## config.mk

```make
export PLATFORM = sky130hd
export DESIGN_NAME = read_return_mux
export DESIGN_NICKNAME = d
export VERILOG_FILES = /design/src/rtl/read_return_mux.sv
export SDC_FILE = /design/constraint.sdc
export NUM_CORES = 1
export LEC_CHECK = 0
export CAP_MARGIN = 25
export CORE_AREA = 2 2 241 243
export DETAILED_ROUTE_END_ITERATION = 12
export DIE_AREA = 0 0 243 245
export HOLD_SLACK_MARGIN = 0.05
export PLACE_DENSITY = 0.36
export SYNTH_ARGS = -nofsm -noshare
export SYNTH_HDL_FRONTEND = slang
export SYNTH_SLANG_ARGS = --single-unit
```

## constraint.sdc

```tcl
create_clock -name clk -period 3.71 [get_ports clk]
set_clock_uncertainty 0.1 [all_clocks]
set_input_delay 0.742 -clock clk [delete_from_list [all_inputs] [get_ports clk]]
set_output_delay 0.742 -clock clk [all_outputs]
set_load 0.005 [all_outputs]
```

## src/rtl/read_return_mux.sv

```systemverilog
// read_return_mux: returns windowed/extended device read data and fetched instructions, with fault tracking.
// Latency: data 1 cycle after acceptance (2 for LAT2_MASK devices); fetch 1 cycle after fetch_valid.
// Backpressure: req_ready drops for exactly one cycle behind an accepted 2-cycle read; fetch is never stalled.
module read_return_mux #(
    parameter int unsigned      N_DEV      = 8,
    parameter int unsigned      DEV_W      = 3,
    parameter logic [N_DEV-1:0] READ_MASK  = 8'b0011_0011,
    parameter logic [N_DEV-1:0] WRITE_MASK = 8'b0011_0100,
    parameter logic [N_DEV-1:0] FETCH_MASK = 8'b0000_1010,
    parameter logic [N_DEV-1:0] LAT2_MASK  = 8'b0000_0000
) (
    input  logic                 clk,
    input  logic                 rst,
    input  logic                 req_valid,
    output logic                 req_ready,
    input  logic                 req_write,
    input  logic [DEV_W-1:0]     req_device,
    input  logic [1:0]           req_addr_lo,
    input  logic [1:0]           req_window,
    input  logic                 req_zext,
    input  logic [N_DEV*32-1:0]  rd_data_flat,
    input  logic                 fetch_valid,
    input  logic [DEV_W-1:0]     fetch_device,
    input  logic [N_DEV*32-1:0]  instr_flat,
    output logic [31:0]          data_out,
    output logic                 data_valid,
    output logic [31:0]          instr_out,
    output logic                 instr_valid,
    output logic                 fault_data,
    output logic                 fault_instr,
    input  logic                 fault_clr,
    output logic                 fault_sticky,
    output logic [DEV_W+1:0]     fault_first,
    output logic [15:0]          fault_count
);

    localparam logic [31:0] INSTR_NOP  = 32'h0000_0013;
    localparam logic [1:0]  KIND_BAD   = 2'b00;
    localparam logic [1:0]  KIND_MIS   = 2'b01;
    localparam logic [1:0]  KIND_RSV   = 2'b10;
    localparam logic [1:0]  KIND_FETCH = 2'b11;

    localparam logic [1:0]  WIN_BYTE   = 2'b00;
    localparam logic [1:0]  WIN_HALF   = 2'b01;
    localparam logic [1:0]  WIN_WORD   = 2'b10;
    localparam logic [1:0]  WIN_RSV    = 2'b11;

    // Per-device attribute lookup; device indices beyond N_DEV read as 0 (no permission).
    function automatic logic mask_bit(input logic [N_DEV-1:0] mask, input logic [DEV_W-1:0] dev);
        logic r;
        r = 1'b0;
        for (int i = 0; i < int'(N_DEV); i++) begin
            if (dev == DEV_W'(i)) r = mask[i];
        end
        return r;
    endfunction

    // 32-bit slice of a flattened per-device bus; unknown devices give zero.
    function automatic logic [31:0] slice_of(input logic [N_DEV*32-1:0] flat, input logic [DEV_W-1:0] dev);
        logic [31:0] r;
        r = '0;
        for (int i = 0; i < int'(N_DEV); i++) begin
            if (dev == DEV_W'(i)) r = flat[i*32 +: 32];
        end
        return r;
    endfunction

    // Captured access attributes, valid from acceptance until the return cycle.
    logic               cap_write_q, cap_write_d;
    logic [DEV_W-1:0]   cap_dev_q,   cap_dev_d;
    logic [1:0]         cap_addr_q,  cap_addr_d;
    logic [1:0]         cap_win_q,   cap_win_d;
    logic               cap_zext_q,  cap_zext_d;

    // pend_q: a 2-cycle read is in its first wait cycle. ret_q: captured access completes this cycle.
    logic               pend_q, pend_d;
    logic               ret_q,  ret_d;

    logic               fetch_vld_q, fetch_vld_d;
    logic [DEV_W-1:0]   fetch_dev_q, fetch_dev_d;

    logic [31:0]        data_hold_q, data_hold_d;
    logic               fault_sticky_q, fault_sticky_d;
    logic [DEV_W+1:0]   fault_first_q,  fault_first_d;
    logic [15:0]        fault_count_q,  fault_count_d;

    logic               accept;
    logic               accept_lat2;
    logic [31:0]        rd_slice;
    logic [7:0]         byte_sel;
    logic [15:0]        half_sel;
    logic [31:0]        windowed;
    logic               rd_bad_dev;
    logic               rd_rsv_win;
    logic               rd_misaligned;
    logic               rd_fault;
    logic               wr_fault;
    logic [1:0]         data_kind;
    logic               fetch_ok;
    logic [1:0]         fault_inc;
    logic [16:0]        count_sum;
    logic [DEV_W+1:0]   fault_sel;

    assign req_ready   = !pend_q;
    assign accept      = req_valid && req_ready;
    assign accept_lat2 = accept && !req_write && mask_bit(LAT2_MASK, req_device);

    // Return-cycle datapath: window, extend and classify the captured access against live device data.
    always_comb begin
        rd_slice = slice_of(rd_data_flat, cap_dev_q);

        case (cap_addr_q)
            2'd0:    byte_sel = rd_slice[7:0];
            2'd1:    byte_sel = rd_slice[15:8];
            2'd2:    byte_sel = rd_slice[23:16];
            default: byte_sel = rd_slice[31:24];
        endcase
        half_sel = cap_addr_q[1] ? rd_slice[31:16] : rd_slice[15:0];

        case (cap_win_q)
            WIN_BYTE: windowed = cap_zext_q ? {24'b0, byte_sel} : {{24{byte_sel[7]}}, byte_sel};
            WIN_HALF: windowed = cap_zext_q ? {16'b0, half_sel} : {{16{half_sel[15]}}, half_sel};
            WIN_WORD: windowed = rd_slice;
            default:  windowed = '0;
        endcase

        rd_bad_dev    = !mask_bit(READ_MASK, cap_dev_q);
        rd_rsv_win    = (cap_win_q == WIN_RSV);
        rd_misaligned = ((cap_win_q == WIN_HALF) && cap_addr_q[0]) ||
                        ((cap_win_q == WIN_WORD) && (cap_addr_q != 2'd0));
        rd_fault      = rd_bad_dev || rd_rsv_win || rd_misaligned;
        wr_fault      = !mask_bit(WRITE_MASK, cap_dev_q);

        // Writes can only fail on permission, which is reported as a bad-device fault.
        if (cap_write_q || rd_bad_dev) data_kind = KIND_BAD;
        else if (rd_rsv_win)           data_kind = KIND_RSV;
        else                           data_kind = KIND_MIS;
    end

    assign data_valid = ret_q && !cap_write_q;
    assign fault_data = ret_q && (cap_write_q ? wr_fault : rd_fault);
    assign data_out   = data_valid ? (rd_fault ? 32'h0 : windowed) : data_hold_q;

    assign fetch_ok    = mask_bit(FETCH_MASK, fetch_dev_q);
    assign instr_valid = fetch_vld_q;
    assign fault_instr = fetch_vld_q && !fetch_ok;
    assign instr_out   = (fetch_vld_q && fetch_ok) ? slice_of(instr_flat, fetch_dev_q) : INSTR_NOP;

    assign fault_sticky = fault_sticky_q;
    assign fault_first  = fault_first_q;
    assign fault_count  = fault_count_q;

    // Next-state for the access pipeline, fetch stage, held data and fault bookkeeping.
    always_comb begin
        cap_write_d = cap_write_q;
        cap_dev_d   = cap_dev_q;
        cap_addr_d  = cap_addr_q;
        cap_win_d   = cap_win_q;
        cap_zext_d  = cap_zext_q;
        if (accept) begin
            cap_write_d = req_write;
            cap_dev_d   = req_device;
            cap_addr_d  = req_addr_lo;
            cap_win_d   = req_window;
            cap_zext_d  = req_zext;
        end

        // A 2-cycle read parks in pend for one cycle; everything else completes on the next edge.
        pend_d = accept_lat2;
        ret_d  = (accept && !accept_lat2) || pend_q;

        fetch_vld_d = fetch_valid;
        fetch_dev_d = fetch_device;

        data_hold_d = data_valid ? data_out : data_hold_q;

        // When both paths fault together the data-side fault is recorded as the first one.
        fault_sel = fault_data ? {data_kind, cap_dev_q} : {KIND_FETCH, fetch_dev_q};
        fault_inc = {1'b0, fault_data} + {1'b0, fault_instr};
        count_sum = {1'b0, fault_count_q} + {15'b0, fault_inc};

        if (fault_clr) begin
            fault_sticky_d = |fault_inc;
            fault_first_d  = (|fault_inc) ? fault_sel : '0;
            fault_count_d  = {14'b0, fault_inc};
        end else begin
            fault_sticky_d = fault_sticky_q || (|fault_inc);
            fault_first_d  = (!fault_sticky_q && (|fault_inc)) ? fault_sel : fault_first_q;
            fault_count_d  = count_sum[16] ? 16'hFFFF : count_sum[15:0];
        end
    end

    // State registers; reset drops any in-flight access so it never returns.
    always_ff @(posedge clk) begin
        if (rst) begin
            cap_write_q    <= 1'b0;
            cap_dev_q      <= '0;
            cap_addr_q     <= '0;
            cap_win_q      <= '0;
            cap_zext_q     <= 1'b0;
            pend_q         <= 1'b0;
            ret_q          <= 1'b0;
            fetch_vld_q    <= 1'b0;
            fetch_dev_q    <= '0;
            data_hold_q    <= '0;
            fault_sticky_q <= 1'b0;
            fault_first_q  <= '0;
            fault_count_q  <= '0;
        end else begin
            cap_write_q    <= cap_write_d;
            cap_dev_q      <= cap_dev_d;
            cap_addr_q     <= cap_addr_d;
            cap_win_q      <= cap_win_d;
            cap_zext_q     <= cap_zext_d;
            pend_q         <= pend_d;
            ret_q          <= ret_d;
            fetch_vld_q    <= fetch_vld_d;
            fetch_dev_q    <= fetch_dev_d;
            data_hold_q    <= data_hold_d;
            fault_sticky_q <= fault_sticky_d;
            fault_first_q  <= fault_first_d;
            fault_count_q  <= fault_count_d;
        end
    end

endmodule

```

After elaboration in Yosys (flattened, before gate mapping) --
Cells that the tools add are included. Widths: inputs -> output; s select.
Word-level totals: memory bits (read-only) 0, memories kept 0, input bits 529, logic and storage cells 114, output and inout port bits 91, register bits after elaboration 68, memory bits (writable) 0, latch bits 0
Cells by class: shifts and indexed selects 0, equal/unequal tests 19, mux-type cells 55, div/mod/pow operators 0, $mul 0, magnitude comparators 0, add/subtract/negate cells 2, bitwise operators 0, reduce and logical (&&, ||, !) cells 25
Operator list (count):
- $mux 32 | 21
- $pmux 32 s3 | 1
- $mux 16 | 2
- $eq 3x3->1 const B | 8
- $pmux 8 s3 | 1
- $mux 1 | 23
- $mux 5 | 4
- $add 16x2->17 | 1
- $eq 3x2->1 const B | 4
- $logic_and 1x1->1 | 7
- $eq 2x2->1 const B | 3
- $eq 3x1->1 const B | 2
- $logic_not 3->1 | 2
- $mux 2 | 3
- $logic_not 1->1 | 5
- $logic_or 1x1->1 | 5
- $eq 2x1->1 const B | 2
- $logic_not 2->1 | 2
- $reduce_bool 2->1 | 2
- $reduce_or 2->1 | 2
- $add 1x1->2 | 1

Depth between registers and ports, before layout --
Gate-level depths: netlist of run 1.
word-level depth 19, gate-level depth with buffers 16, gate-level depth less buffers 14

Worst setup path after synthesis of run 1 --
Ideal clock, no wire load.
path kind flip-flop to flip-flop, from register cap_dev_q[1], to register fault_count_q[10] (netlist: fault_count[10]), data arrival time 3584 ps, slack -44 ps, buffers on the path 4, clock period less this slack 3754 ps, stages on the path, launching flop included 17, setup time 70 ps, required time 3540 ps, cells stage by stage dfxtp_1 > buf_6 > buf_6 > buf_6 > nor2_1 > a221oi_2 > inv_1 > ha_1 > ha_1 > inv_1 > fa_1 > and3b_1 > nand2_1 > nor4_1 > nand3_1 > clkbuf_1 > a21oi_1
On the way: cells in the longest elaborated chain, start to end 17, elaborated cells between the ends (all ways) 31, those cells by class 2 x add/sub; 7 x eq/ne; 16 x mux; 6 x reduce/logical
RTL lines:
- from (decl) | line 70 | logic [DEV_W-1:0] cap_dev_q, cap_dev_d;
- from (signal assigned) | line 211 | cap_dev_q <= cap_dev_d;
- $logic_not 3->1
- $mux 1 (8 in a row) | line 53 | if (dev == DEV_W'(i)) r = mask[i];
- $logic_not 1->1 | line 127 | rd_bad_dev = !mask_bit(READ_MASK, cap_dev_q);
- $logic_or 1x1->1 (2 in a row) | line 131 | rd_fault = rd_bad_dev || rd_rsv_win || rd_misaligned;
- $mux 1 * | line 141 | assign fault_data = ret_q && (cap_write_q ? wr_fault : rd_fault);
- $logic_and 1x1->1 * | line 141
- named net fault_data | line 29 | output logic fault_data,
- $add 1x1->2 * | line 179 | fault_inc = {1'b0, fault_data} + {1'b0, fault_instr};
- $add 16x2->17 * | line 180 | count_sum = {1'b0, fault_count_q} + {15'b0, fault_inc};
- $mux 16 * | line 189 | fault_count_d = count_sum[16] ? 16'hFFFF : count_sum[15:0];
- to (signal assigned) | line 222 | fault_count_q <= fault_count_d;
- to (decl) | line 85 | logic [15:0] fault_count_q, fault_count_d;
Mark *: on every way through the listed nets, which the timed path passes. The rest lies on a longest branch. A chain may end at the register's enable or synchronous reset.

Final worst setup path of run 1 --
from register cap_dev_q[1], to output port data_out[18]
On the way: cells in the longest elaborated chain, start to end 14, elaborated cells between the ends (all ways) 34, those cells by class 7 x eq/ne; 23 x mux; 4 x reduce/logical
RTL lines:
- $logic_not 3->1
- $mux 32 / $mux 1 (equally long branches) (8 in a row) | line 63, 53
- $pmux 8 s3 (tied with other cells) | line 112 | case (cap_addr_q)
- $mux 32 (tied with other cells) | line 121 | WIN_BYTE: windowed = cap_zext_q ? {24'b0, byte_sel} : {{24{byte_sel[7]}}, byte_sel};
- $pmux 32 s3 / $logic_or 1x1->1 (equally long branches) | line 120, 131
- $mux 32 * (2 in a row) | line 142 | assign data_out = data_valid ? (rd_fault ? 32'h0 : windowed) : data_hold_q;
- to (decl) | line 25 | output logic [31:0] data_out,
Mark *: on every way between the ends. The rest lies on a longest branch, timed or not.

==> results of run 1 <==
layer usage:
metal / vias to the layer above / GRT usage / share of wire
met5: - / 0 / 0.0025
met4: 16 / 0.0321 / 0.013
met3: 51 / 0.0539 / 0.074
met2: 255 / 0.247 / 0.48
met1: 4163 / 0.184 / 0.43
li1: 4038 / - / -
report_power, final:
group          leakage [nW]  internal (mW)  switching [mW]  total [mW]
clock                 0.131          0.481           0.369       0.850
combinational          4.44          0.981           0.648        1.63
sequential            0.557          0.762          0.0316       0.794
cells in the final DEF (no fill, tap or decap), types with 7 or more instances in the layout:
cell,count
buf_12,13
buf_6,11
nand2_1,19
o221a_2,7
buf_2,10
inv_1,15
a21oi_2,12
mux2_2,20
a211oi_2,17
a22oi_1,8
nand3_1,12
diode_2,13
o22ai_1,10
buf_4,136
mux2i_1,50
mux2i_2,8
a211oi_1,14
o21ai_0,17
nor2_1,54
nor2b_1,42
nor3_1,11
a21oi_1,78
dlygate4sd2_1,27
clkbuf_2,11
mux4_2,52
clkbuf_16,10
clkdlybuf4s50_1,431
dfxtp_1,62
sequential cells by signal (all words and copies together) (netlist names):
register / flops
fault_sticky: 1
fetch_dev_q: 3
cap_dev_q: 3
cap_win_q: 2
cap_write_q: 1
ret_q: 1
cap_addr_q: 2
instr_valid: 1
fault_first: 5
data_hold_q: 32
fault_count: 16
cap_zext_q: 1
how the worst max path moves through the flow:
stage,startpoint,to,cells after the start
floorplan,cap_dev_q[1]$_SDFFE_PP0P_,fault_count[10]$_SDFF_PP0_,16
global placement,rd_data_flat[71],data_out[8],12
detailed placement,rd_data_flat[7],data_out[12],11
CTS,cap_dev_q[1]$_SDFFE_PP0P_,data_out[18],15
global route,cap_dev_q[1]$_SDFFE_PP0P_,data_out[18],13
finish,cap_dev_q[1]$_SDFFE_PP0P_,data_out[18],13
logic make-up (layout without fill, tap and decap cells):
kind of cell / count (synthesis) / in the layout / synth area share
AOI/OAI and AO/OA: 239 / 239 / 0.256
other: 1 / 14 / 0.000557
xor gates and xnor gates: 11 / 11 / 0.0143
DFF: 68 / 68 / 0.202
and+or+nand+nor: 176 / 176 / 0.134
muxes: 139 / 139 / 0.311
buffers and inverters: 87 / 686 / 0.0721
adders and majority gates: 5 / 5 / 0.0104
timing repair:
| action | CTS | global route |
|---|---|---|
| cloned | 1 | 1 |
| hold buffers | 0 | 0 |
| endpoints found under the setup margin | 42 | 40 |
| setup buffers | 26 | 13 |
| gates resized for setup | 182 | 65 |
| pin swaps | 24 | 22 |
| hold endpoints to repair | 0 | 0 |
final cells by class:
cell class                 count  area [µm²]  share of cell area
inverter                      19        71.3             0.00496
clock inverter                 2        12.5            0.000870
timing repair buffer         653        6250               0.435
tap                          765         957              0.0666
antenna                       13        32.5             0.00226
multi-input combinational    571        5420               0.377
clock buffer                  12         256              0.0178
sequential                    68        1380              0.0957
through the flow:
step	utilization	setup WS, ps	area, µm²	std cells	hold slack [ps]
after floorplan	-	59.2	6750	726	368
after global placement	0.233	-457	13300	2040	380
after detailed placement	0.233	-476	13300	2040	394
after CTS	0.248	-60.6	14100	2078	403
after global routing	0.252	-47.6	14400	2095	433
final	0.252	79.8	14400	2103	405
critical path: cells and delay by family (launching register included):
| kind | cells | cell delay [ps] |
|---|---|---|
| AO/OA/AOI/OAI | 5 | 990 |
| buffers and inverters | 7 | 800 |
| flip-flops | 1 | 370 |
| multiplexers | 1 | 240 |
==> results.cfg, run 1 <==
[yosys]
synth_commonest_cells = a21oi_1, dfxtp_1, mux2i_1
synth_fp_nets = 1260
yosysMostFrequentCell = a21oi_1
synth_edf_count = 0
synth_top_area_share = 0.202
synth_largest_area_cell = dfxtp_1
synth-async-reset-ratio = 0
synth_area_mm2 = 0.00673
synth-seq-cells = 68
yosysWarnings = 0
synthFlopType = dfxtp_1
ys_seq_area_frac = 0.202
synthCells = 726
synth.distinct_cells = 66
syn_avg_cell_area_um2 = 9.28
synth_area_leaders = dfxtp_1, mux4_2, mux2i_1, a21oi_1, nor2b_1

[sta]
worstMarginPinSlew_ps = 791
setup_viol = 0
rsz0062_at_grt = true
hold_viol = 0
relSlewSlack = 0.472
fmax_ghz = 0.275
tns_ps = 0
finalCritPeriodShare = 0.978
layout_min_cycle_time_ps = 3630
slew_violations = 0

[global_route]
grt_pass1_wl_mm = 64.2
grt_usage = 0.149
grt_antenna_before_repair = 25
grt_max_degree = 46
grt_pass1_vias = 8843
grt-ovfl-total = 0

[placement]
hpwl_mm = 38.0
place_congestion = 0.819
port_buffers = 490

[min_path]
holdPathEnd = data_hold_q[5]$_SDFFE_PP0P_
hp-start = data_hold_q[5]$_SDFFE_PP0P_
min_path_cells = 2
holdCritPathClass = flop to flop

[floorplan]
io_pins = 620
die_x_um = 243
die-area_mm2 = 0.0595
num_rows = 88
initial_core_util = 0.118
fp.dieH_um = 245
core_mm2 = 0.0570

[route]
via_count = 8523
drtPass1Iterations = 4
drt_iter0_drc = 357
finalWirelength_mm = 45.8
drcViolationCount = 0
post_drt_wl_per_cell_um = 21.8
ant_nets = 0
vias_per_cell = 4.05

[power_and_ir_drop]
p_leak_nw = 5.13
p_total_mw = 3.27
power_density_mw_per_mm2 = 228
peakVddDrop_v = 0.000177

[cells_and_area]
num-fill-cells = 6236
syn2layout_area_growth_pct = 113
fin_nets = 1856
drive_gt1_frac = 0.297

[critical_path]
worst_r2r_path_depth = 18
startpoint_type = flop
cp-end-kind = output pin
worst_path_most_repeated_cell = buf_6
r2r_start = cap_dev_q[1]$_SDFFE_PP0P_
worstPathMaxFanout = 6
crit_slowest_cell = dfxtp_4
critPathMaxStageDelay_ps = 370
reg2reg_to = fault_count[14]$_SDFF_PP0_
worstPathCellList = buf_12, buf_8, mux2i_4, o221ai_4, a221oi_4, a211o_1, a2bb2oi_4, buf_6, buf_6, buf_6, buf_16, a21oi_4, buf_2
required_ps = 2870
arrival_ps = 2790
path_class = flop to output pin
r2r_slack_ps = 240

[flow_run]
maxCapViolCount = 0

[cts]
cts.clk_slew.worst_paths_ps = 60
cts_buffer_depth = 2
insertion_delay_ps = 360
cts_sinks = 68
cts_tree = yes
cts_root_buf = clkbuf_16
cts_max_level = 3
cts_inserted_buffers = 9

[run_status]
outcome = finished clean
Note: power is estimated with default switching activity, not from simulation.
==> run 2: changes to the inputs <==
--- a/config.mk
+++ b/config.mk
@@ -11,6 +11,7 @@
 export DIE_AREA = 0 0 243 245
 export HOLD_SLACK_MARGIN = 0.05
 export PLACE_DENSITY = 0.36
+export SLEW_MARGIN = 20
 export SYNTH_ARGS = -nofsm -noshare
 export SYNTH_HDL_FRONTEND = slang
 export SYNTH_SLANG_ARGS = --single-unit
==> results of run 2 <==
Final layout, timing and power as in run 1 (identical DEF).
==> run 3: changes to the inputs <==
--- a/config.mk
+++ b/config.mk
@@ -10,8 +10,8 @@
 export DETAILED_ROUTE_END_ITERATION = 12
 export DIE_AREA = 0 0 243 245
 export HOLD_SLACK_MARGIN = 0.05
-export PLACE_DENSITY = 0.36
 export SLEW_MARGIN = 20
 export SYNTH_ARGS = -nofsm -noshare
 export SYNTH_HDL_FRONTEND = slang
 export SYNTH_SLANG_ARGS = --single-unit
+export TNS_END_PERCENT = 100
==> results.cfg, run 3 (synthesis results as in run 1) <==
[cts]
cts_buffer_depth = 2
cts_root_buf = clkbuf_16
cts_inserted_buffers = 9
insertion_delay_ps = 350
cts_sinks = 68
cts_tree = yes
cts_max_level = 3
cts.clk_slew.worst_paths_ps = 60

[critical_path]
worstPathMaxFanout = 14
cp-end-kind = output pin
path_class = flop to output pin
startpoint_type = flop
arrival_ps = 2920
required_ps = 2870

[cells_and_area]
register_area_mm2 = 0.00137
num-fill-cells = 6187
syn2layout_area_growth_pct = 108
drive_gt1_frac = 0.265
multi_input_area_mm2 = 0.00537
layout_common_cells = clkdlybuf4s50_1, buf_4, a21oi_1
final_common_cell = clkdlybuf4s50_1
fin_nets = 1822
top_register = data_hold_q
largest_reg_flops = 32

[placement]
port_buffers = 490
hpwl_mm = 34.1
place_congestion = 0.909

[floorplan]
die_x_um = 243
core_mm2 = 0.0570
die-area_mm2 = 0.0595
initial_core_util = 0.118
num_rows = 88
io_pins = 620
fp.dieH_um = 245

[flow_run]
maxCapViolCount = 0

[route]
drcViolationCount = 0
post_drt_wl_per_cell_um = 19.7
vias_per_cell = 4.12
ant_nets = 0
via_count = 8500
finalWirelength_mm = 40.7
drtPass1Iterations = 4
drt_iter0_drc = 485

[global_route]
grt_usage = 0.130
grt_pass1_vias = 8832
grt_pass1_wl_mm = 58.2
grt-ovfl-total = 0
grt_max_degree = 39
grt_antenna_before_repair = 12

[run_status]
outcome = finished with violations
violations = setup timing

[power_and_ir_drop]
peakVddDrop_v = 0.000180
p_leak_nw = 4.89
power_density_mw_per_mm2 = 225
p_total_mw = 3.14

[sta]
slew_violations = 0
worst_slack_ps = -49.0
finalCritPeriodShare = 1.01
relSlewSlack = 0.390
tns_ps = -194
setup_viol = 9
layout_min_cycle_time_ps = 3760
hold_viol = 0
fmax_ghz = 0.266
rsz0062_at_grt = true
worstMarginPinSlew_ps = 915

[min_path]
holdCritPathClass = flop to flop
==> run 3: final timing paths <==
path / slack, ps / to / startpoint / depth (start not counted)
setup / recovery: -50 / data_out[22] / cap_dev_q[1]$_SDFFE_PP0P_ / 12
hold / removal: 410 / data_hold_q[2]$_SDFFE_PP0P_ / data_hold_q[2]$_SDFFE_PP0P_ / 2
setup reg to reg: 230 / fault_count[0]$_SDFF_PP0_ / cap_dev_q[1]$_SDFFE_PP0P_ / 16
hold reg to reg: 410 / data_hold_q[2]$_SDFFE_PP0P_ / data_hold_q[2]$_SDFFE_PP0P_ / 2
==> run 3: routing by layer <==
layer | vias up | track usage | routed length, µm
li1 | 3957 | - | -
met1 | 4139 | 0.162 | 17400
met2 | 353 | 0.217 | 19300
met3 | 45 | 0.0445 | 3190
met4 | 6 | 0.0280 | 830
met5 | - | 0 | 38
==> run 3: repair_timing <==
item,in CTS,in global routing
pin swaps,11,13
hold buffers,0,0
setup endpoints to repair,44,39
buffers inserted,9,14
resized for setup,127,72
gates cloned,2,2
==> run 3: area by class of cell <==
class / instances / area share
repair buffers: 618 / 0.425
multi-input cells: 572 / 0.384
flip-flops and latches: 68 / 0.0983
well taps: 765 / 0.0685
clock buffers: 12 / 0.0169
inverters: 19 / 0.00510
diodes: 8 / 0.00143
clock inverters: 3 / 0.00107
==> run 3: critical path, cell delays in order, from the launching register on <==
cell	delay, ps
dfxtp_4	420
buf_12	140
buf_12	120
mux2i_4	250
o221ai_4	160
a221oi_2	250
buf_4	170
o221ai_4	140
buf_6	160
a2bb2oi_4	280
clkbuf_16	250
a21oi_2	60
buf_4	150
==> run 3: stage by stage <==
stage                     hold WS [ps]  instances  instance area, µm²  worst slack (ps)   util
after global placement             378       2017               13100              -464  0.229
after global routing               436       2058               14000              -139  0.245
after floorplan                    368        726                6750              59.2      -
after CTS                          408       2043               13600              -142  0.239
final                              407       2065               14000             -49.0  0.245
after detailed placement           395       2017               13100              -442  0.229
==> run 3: report_power, final <==
group | total [mW] | switching, mW | internal [mW]
clock | 0.780 | 0.334 | 0.446
sequential | 0.795 | 0.0322 | 0.763
combinational | 1.57 | 0.641 | 0.928
==> RTL change 1: new RTL, config.mk and constraints of run 1 <==
Set the parameter `DEV_W` to 6 (it was 3).
--- a/src/rtl/read_return_mux.sv
+++ b/src/rtl/read_return_mux.sv
@@ -5,3 +5,3 @@
     parameter int unsigned      N_DEV      = 8,
-    parameter int unsigned      DEV_W      = 3,
+    parameter int unsigned      DEV_W      = 6,
     parameter logic [N_DEV-1:0] READ_MASK  = 8'b0011_0011,
Ports: changed (resized fault_first, fetch_device and req_device); port bits go from 620 to 629. No check against the original RTL was run, so the function may have changed too.
==> RTL change 1 against run 1 <==
Cell area is 0.33% higher; area after synthesis is 5.6% higher; total power is 0.20% higher; sequential share of layout area is 1.2 points higher; utilization is 0.083 points higher; sequential cell count is 9 higher; hold slack worse by 53 ps; non-clock buffer count is 11 lower; wire length is 7.6% higher; worst setup slack worse by 65 ps; largest cell class unchanged; highest routed layer unchanged.
==> RTL change 1: results (changes against run 1) <==
stage;metric;value;unit;change
sta;Fin Hold WS;352.0;ps;was 404.8 ps
placement;DP Wirelength;41.27;mm;was 38.03 mm
critical_path;critical-path maximum fanout;3;;was 6
synthesis;proportion of netlist area held by the largest area contributor;23.75;%;was 20.22%
pwr;sw frac;32.36;%;was 32.04%
synthesis;post-synthesis sequential area ratio;21.67;%;was 20.22%
routing;DRT iter0 DRCs;319;;was 357
sta;worst slew pin tran;986.5;ps;was 790.6 ps
synthesis;Cell variety after synth;79;;was 66
pwr;Logic pwr share;46.2;%;was 49.8%
critical_path;CP max stage delay;530;ps;was 370 ps
global_routing;gr usage total;16.15;%;was 14.88%
critical_path;worst r2r src;cap_dev_q[0]$_SDFFE_PP0P_;;was cap_dev_q[1]$_SDFFE_PP0P_
clocking;Clock Pin Slew Worst Setup and Hold Paths;70;ps;
global_routing;initial antenna violation count;20;;was 25
synthesis;leading cell types by count after synthesis;nor2_1 (98), dfxtp_1 (77), mux4_2 (75);;was a21oi_1 (91), dfxtp_1 (68), mux2i_1 (64)
critical_path;worst r2r path cells;16;;was 18
synthesis;most common flop cell mapped by yosys;dfxtp_1;;unchanged
finish;layout cells sized above 1;25.95;%;was 29.74%
global_routing;first-pass GRT wire length;68.97;mm;was 64.16 mm
global_routing;pin count of the biggest net entering global routing;37;;was 46
synthesis;Yosys warning count;0;;unchanged
routing;final WL;49.32;mm;was 45.83 mm
floorplanning;Initial Utilization;12.47;%;was 11.81%
finish;Nets;1884;;was 1856
clocking;largest buffer count on any clock path;2;;unchanged
synthesis;Syn Area/Cell;9.445;sq um;was 9.275 sq um
pwr;Leak;0.005212;uW;was 0.005129 uW
placement;Port Buffers;505;;was 490
pwr;sequential power;889;uW;was 794 uW
finish;Layout Cells excl Fill;2122;;was 2103
hold_path;HP Start;fault_first[1]$_SDFFE_PP0P_;;was data_hold_q[5]$_SDFFE_PP0P_
critical_path;Slowest cell on crit path;mux4_2;;was dfxtp_4
global_routing;vias in the first global route;9185;;was 8843
hold_path;Hold EP;fault_first[1]$_SDFFE_PP0P_;;was data_hold_q[5]$_SDFFE_PP0P_
placement;GPL Wtd Cong;0.8613;;was 0.8193
run_status;status;finished, final reports clean;;unchanged
synthesis;Area contributors post-synth;mux4_2 (24%), dfxtp_1 (22%), mux2i_1 (9.0%);;was dfxtp_1 (20%), mux4_2 (17%), mux2i_1 (9.5%)
critical_path;critical path arrival;2850;ps;was 2790 ps
## RTL change 1: changes by cell type after synthesis, moves of 7 or more
cell / change
a21oi_1: -52
nand2_1: +51
nor2_1: +42
nor2b_1: -25
mux4_2: +23
a211oi_2: -14
a21oi_2: +14
clkbuf_1: -9
dfxtp_1: +9
nor3_1: +9
and2_1: +8
o221a_2: -7
## RTL change 1: layer usage
metal | vias to the layer above | routed length, um | global-route usage (%)
met5 | - | 98 | 0
li1 | 4028 | - | -
met2 | 405 | 23130 | 26.92
met1 | 4168 | 20290 | 20.09
met4 | 14 | 725 | 3.338
met3 | 45 | 5076 | 5.620
## RTL change 1: through the flow
| step | instance area, sq um | power, uW | setup TNS [ps] | setup WS, ps |
|---|---|---|---|---|
| after floorplan | 7112 | 1446 | 0 | 96.04 |
| after global placement | 13600 | 2317 | -10250 | -500.5 |
| after detailed placement | 13600 | 2321 | -10630 | -520.6 |
| after CTS | 14370 | 3335 | -35.33 | -35.33 |
| after global routing | 14410 | 3470 | -131.6 | -64.91 |
| final | 14420 | 3279 | 0 | 14.83 |
## RTL change 1: timing repair
item	CTS	global route
endpoints found under the hold margin	0	0
buffers inserted	23	6
cloned	4	0
pin swaps	13	14
hold buffers	0	0
gates resized for setup	143	40
setup endpoints to repair	32	27
## RTL change 1: kinds of logic (layout without fill, tap and decap cells)
family | count (synthesis) | after routing | share of synthesized area [%]
other | 1 | 9 | 0.05273
DFF | 77 | 77 | 21.67
AOI/OAI and AO/OA | 158 | 158 | 16.19
muxes | 155 | 155 | 35.50
buffers and inverters | 75 | 671 | 6.193
adders and majority gates | 5 | 5 | 0.9853
and+or+nand+nor | 272 | 272 | 18.17
xor gates and xnor gates | 10 | 10 | 1.231
## RTL change 1: layout make-up
class	instances	area, sq um
clock buffers	10	229.0
flip-flops and latches	77	1553
fillers	6227	42610
repair buffers	642	6190
inverters	13	48.80
well taps	765	957.2
diodes	8	20.02
clock inverters	6	46.29
multi-input cells	601	5380
## RTL change 1: worst register-to-register path, delay by kind of cell, from the launching register on
family	cells	cell delay, ps
DFF	1	410
buffers and inverters	3	370
AOI/OAI and AO/OA	4	600
and+or+nand+nor	6	1110
adders and majority gates	3	780
## RTL change 1: worst max-delay path by stage
stage	start	to	slack, ps	cells past startpoint
2_1_floorplan	cap_dev_q[1]$_SDFFE_PP0P_	fault_count[14]$_SDFF_PP0_	100	16
3_3_place_gp	rd_data_flat[71]	data_out[12]	-500	11
3_5_place_dp	rd_data_flat[127]	data_out[12]	-520	9
4_1_cts	rd_data_flat[127]	data_out[12]	-40	10
5_1_grt	cap_dev_q[0]$_SDFFE_PP0P_	data_out[12]	-60	10
6_report	rd_data_flat[127]	data_out[12]	10	10
==> RTL change 2: new RTL, flow settings as in run 1 <==
Made on the original files. Make the reset (`rst`) asynchronous in one clocked block.
--- a/src/rtl/read_return_mux.sv
+++ b/src/rtl/read_return_mux.sv
@@ -193,3 +193,3 @@
     // State registers; reset drops any in-flight access so it never returns.
-    always_ff @(posedge clk) begin
+    always_ff @(posedge clk or posedge rst) begin
         if (rst) begin
Function: differs if rst is asserted again (counterexample within 4 cycles, from zero or initial values and one cycle with rst high); with rst held inactive, the same outputs for 10 cycles.
==> RTL change 2 against run 1 <==
The run now ends with negative setup slack left; wire length is 2.5% lower; cell area hardly changed; synthesized cell count is 1.2% higher; first-iteration DRC count is 15% lower; worst setup slack worse by 330 ps; utilization hardly changed; area after synthesis is 0.87% lower; total power is 18% higher; non-clock buffer count stayed put; global-route usage is 0.39 points lower; sequential cell count stayed put.
==> RTL change 2: results (changes against run 1) <==
stage;metric;value;unit;change
sta;final worst slack;-254.0;ps;was 79.84 ps
pwr;sequential power;888;uW;was 794 uW
sta;# setup viols final;24;;was 0
synthesis;adder-cell share of the synthesized area;1.050;%;was 1.041%
routing;DRT iter0 DRCs;302;;was 357
critical_path;FF-to-FF setup slack;260;ps;was 240 ps
synthesis;syn_nets;1269;;was 1260
routing;post-DR wirelength/cell;21.27;um;was 21.79 um
synthesis;complex-gate fraction of the synthesized area;27.69;%;was 25.59%
global_routing;pin count of the biggest net entering global routing;42;;was 46
synthesis;leading cell types by count after synthesis;dfrtp_1 (68), o21ai_0 (58), nor2_1 (56);;was a21oi_1 (91), dfxtp_1 (68), mux2i_1 (64)
sta;Fin Hold WS;380.0;ps;was 404.8 ps
run_status;status;finished with violations;;was finished, final reports clean
synthesis;Area contributors post-synth;dfrtp_1 (25%), mux4_2 (13%), mux2i_1 (6.1%);;was dfxtp_1 (20%), mux4_2 (17%), mux2i_1 (9.5%)
placement;DP Wirelength;38.05;mm;was 38.03 mm
synthesis;post-synthesis sequential area ratio;25.49;%;was 20.22%
placement;DP Area;13250;sq um;was 13270 sq um
critical_path;CP max stage delay;490;ps;was 370 ps
synthesis;most common flop cell mapped by yosys;dfrtp_1;;was dfxtp_1
run_status;violated checks;negative setup slack;;
critical_path;critical-path maximum fanout;8;;was 6
global_routing;vias in the first global route;9054;;was 8843
routing;met3 wire len;3.915;mm;was 3.401 mm
pwr;Leak;0.005654;uW;was 0.005129 uW
finish;post-layout instance area;14360;sq um;was 14380 sq um
## RTL change 2: cell count changes after synthesis, sizes merged, moves of 11 or more
cell / delta
o21ai: +36
nand2: +24
a211oi: -27
dfxtp: -68
a21oi: -36
dfrtp: +68
mux4: -14
a221o: +25
clkbuf: +11
o211ai: +18
a22o: +13
mux2i: -23
## RTL change 2: logic make-up after synthesis
kind of cell,count (synthesis)
xor gates and xnor gates,11
buffers and inverters,83
adders and majority gates,5
muxes,107
DFF,68
and+or+nand+nor,198
AOI/OAI and AO/OA,262
other,1
## RTL change 2: path summary, 6_finish.rpt
check	start	endpoint	cells after the start
max	cap_dev_q[1]$_DFFE_PP0P_	data_out[24]	11
min	fault_first[3]$_DFFE_PP0P_	fault_first[3]$_DFFE_PP0P_	2
max reg2reg	cap_dev_q[1]$_DFFE_PP0P_	fault_count[15]$_DFF_PP0_	16
min reg2reg	fault_first[3]$_DFFE_PP0P_	fault_first[3]$_DFFE_PP0P_	2
max in group asynchronous	rst	data_hold_q[29]$_DFFE_PP0P_	3
min in group asynchronous	rst	cap_win_q[0]$_DFFE_PP0P_	2
## RTL change 2: critical path, delay by kind of cell (launching register included)
| kind | cells | cell delay, ps |
|---|---|---|
| AOI/OAI and AO/OA | 5 | 1270 |
| buffers and inverters | 4 | 520 |
| DFF | 1 | 490 |
| and+or+nand+nor | 2 | 480 |
## RTL change 2: area by class of cell
| class | count | area share (%) |
|---|---|---|
| well taps | 765 | 6.664 |
| clock buffers | 9 | 1.568 |
| clock inverters | 7 | 0.5750 |
| inverters | 13 | 0.3485 |
| multi-input cells | 584 | 34.87 |
| diodes | 1 | 0.01742 |
| flip-flops and latches | 68 | 11.90 |
| repair buffers | 653 | 44.05 |
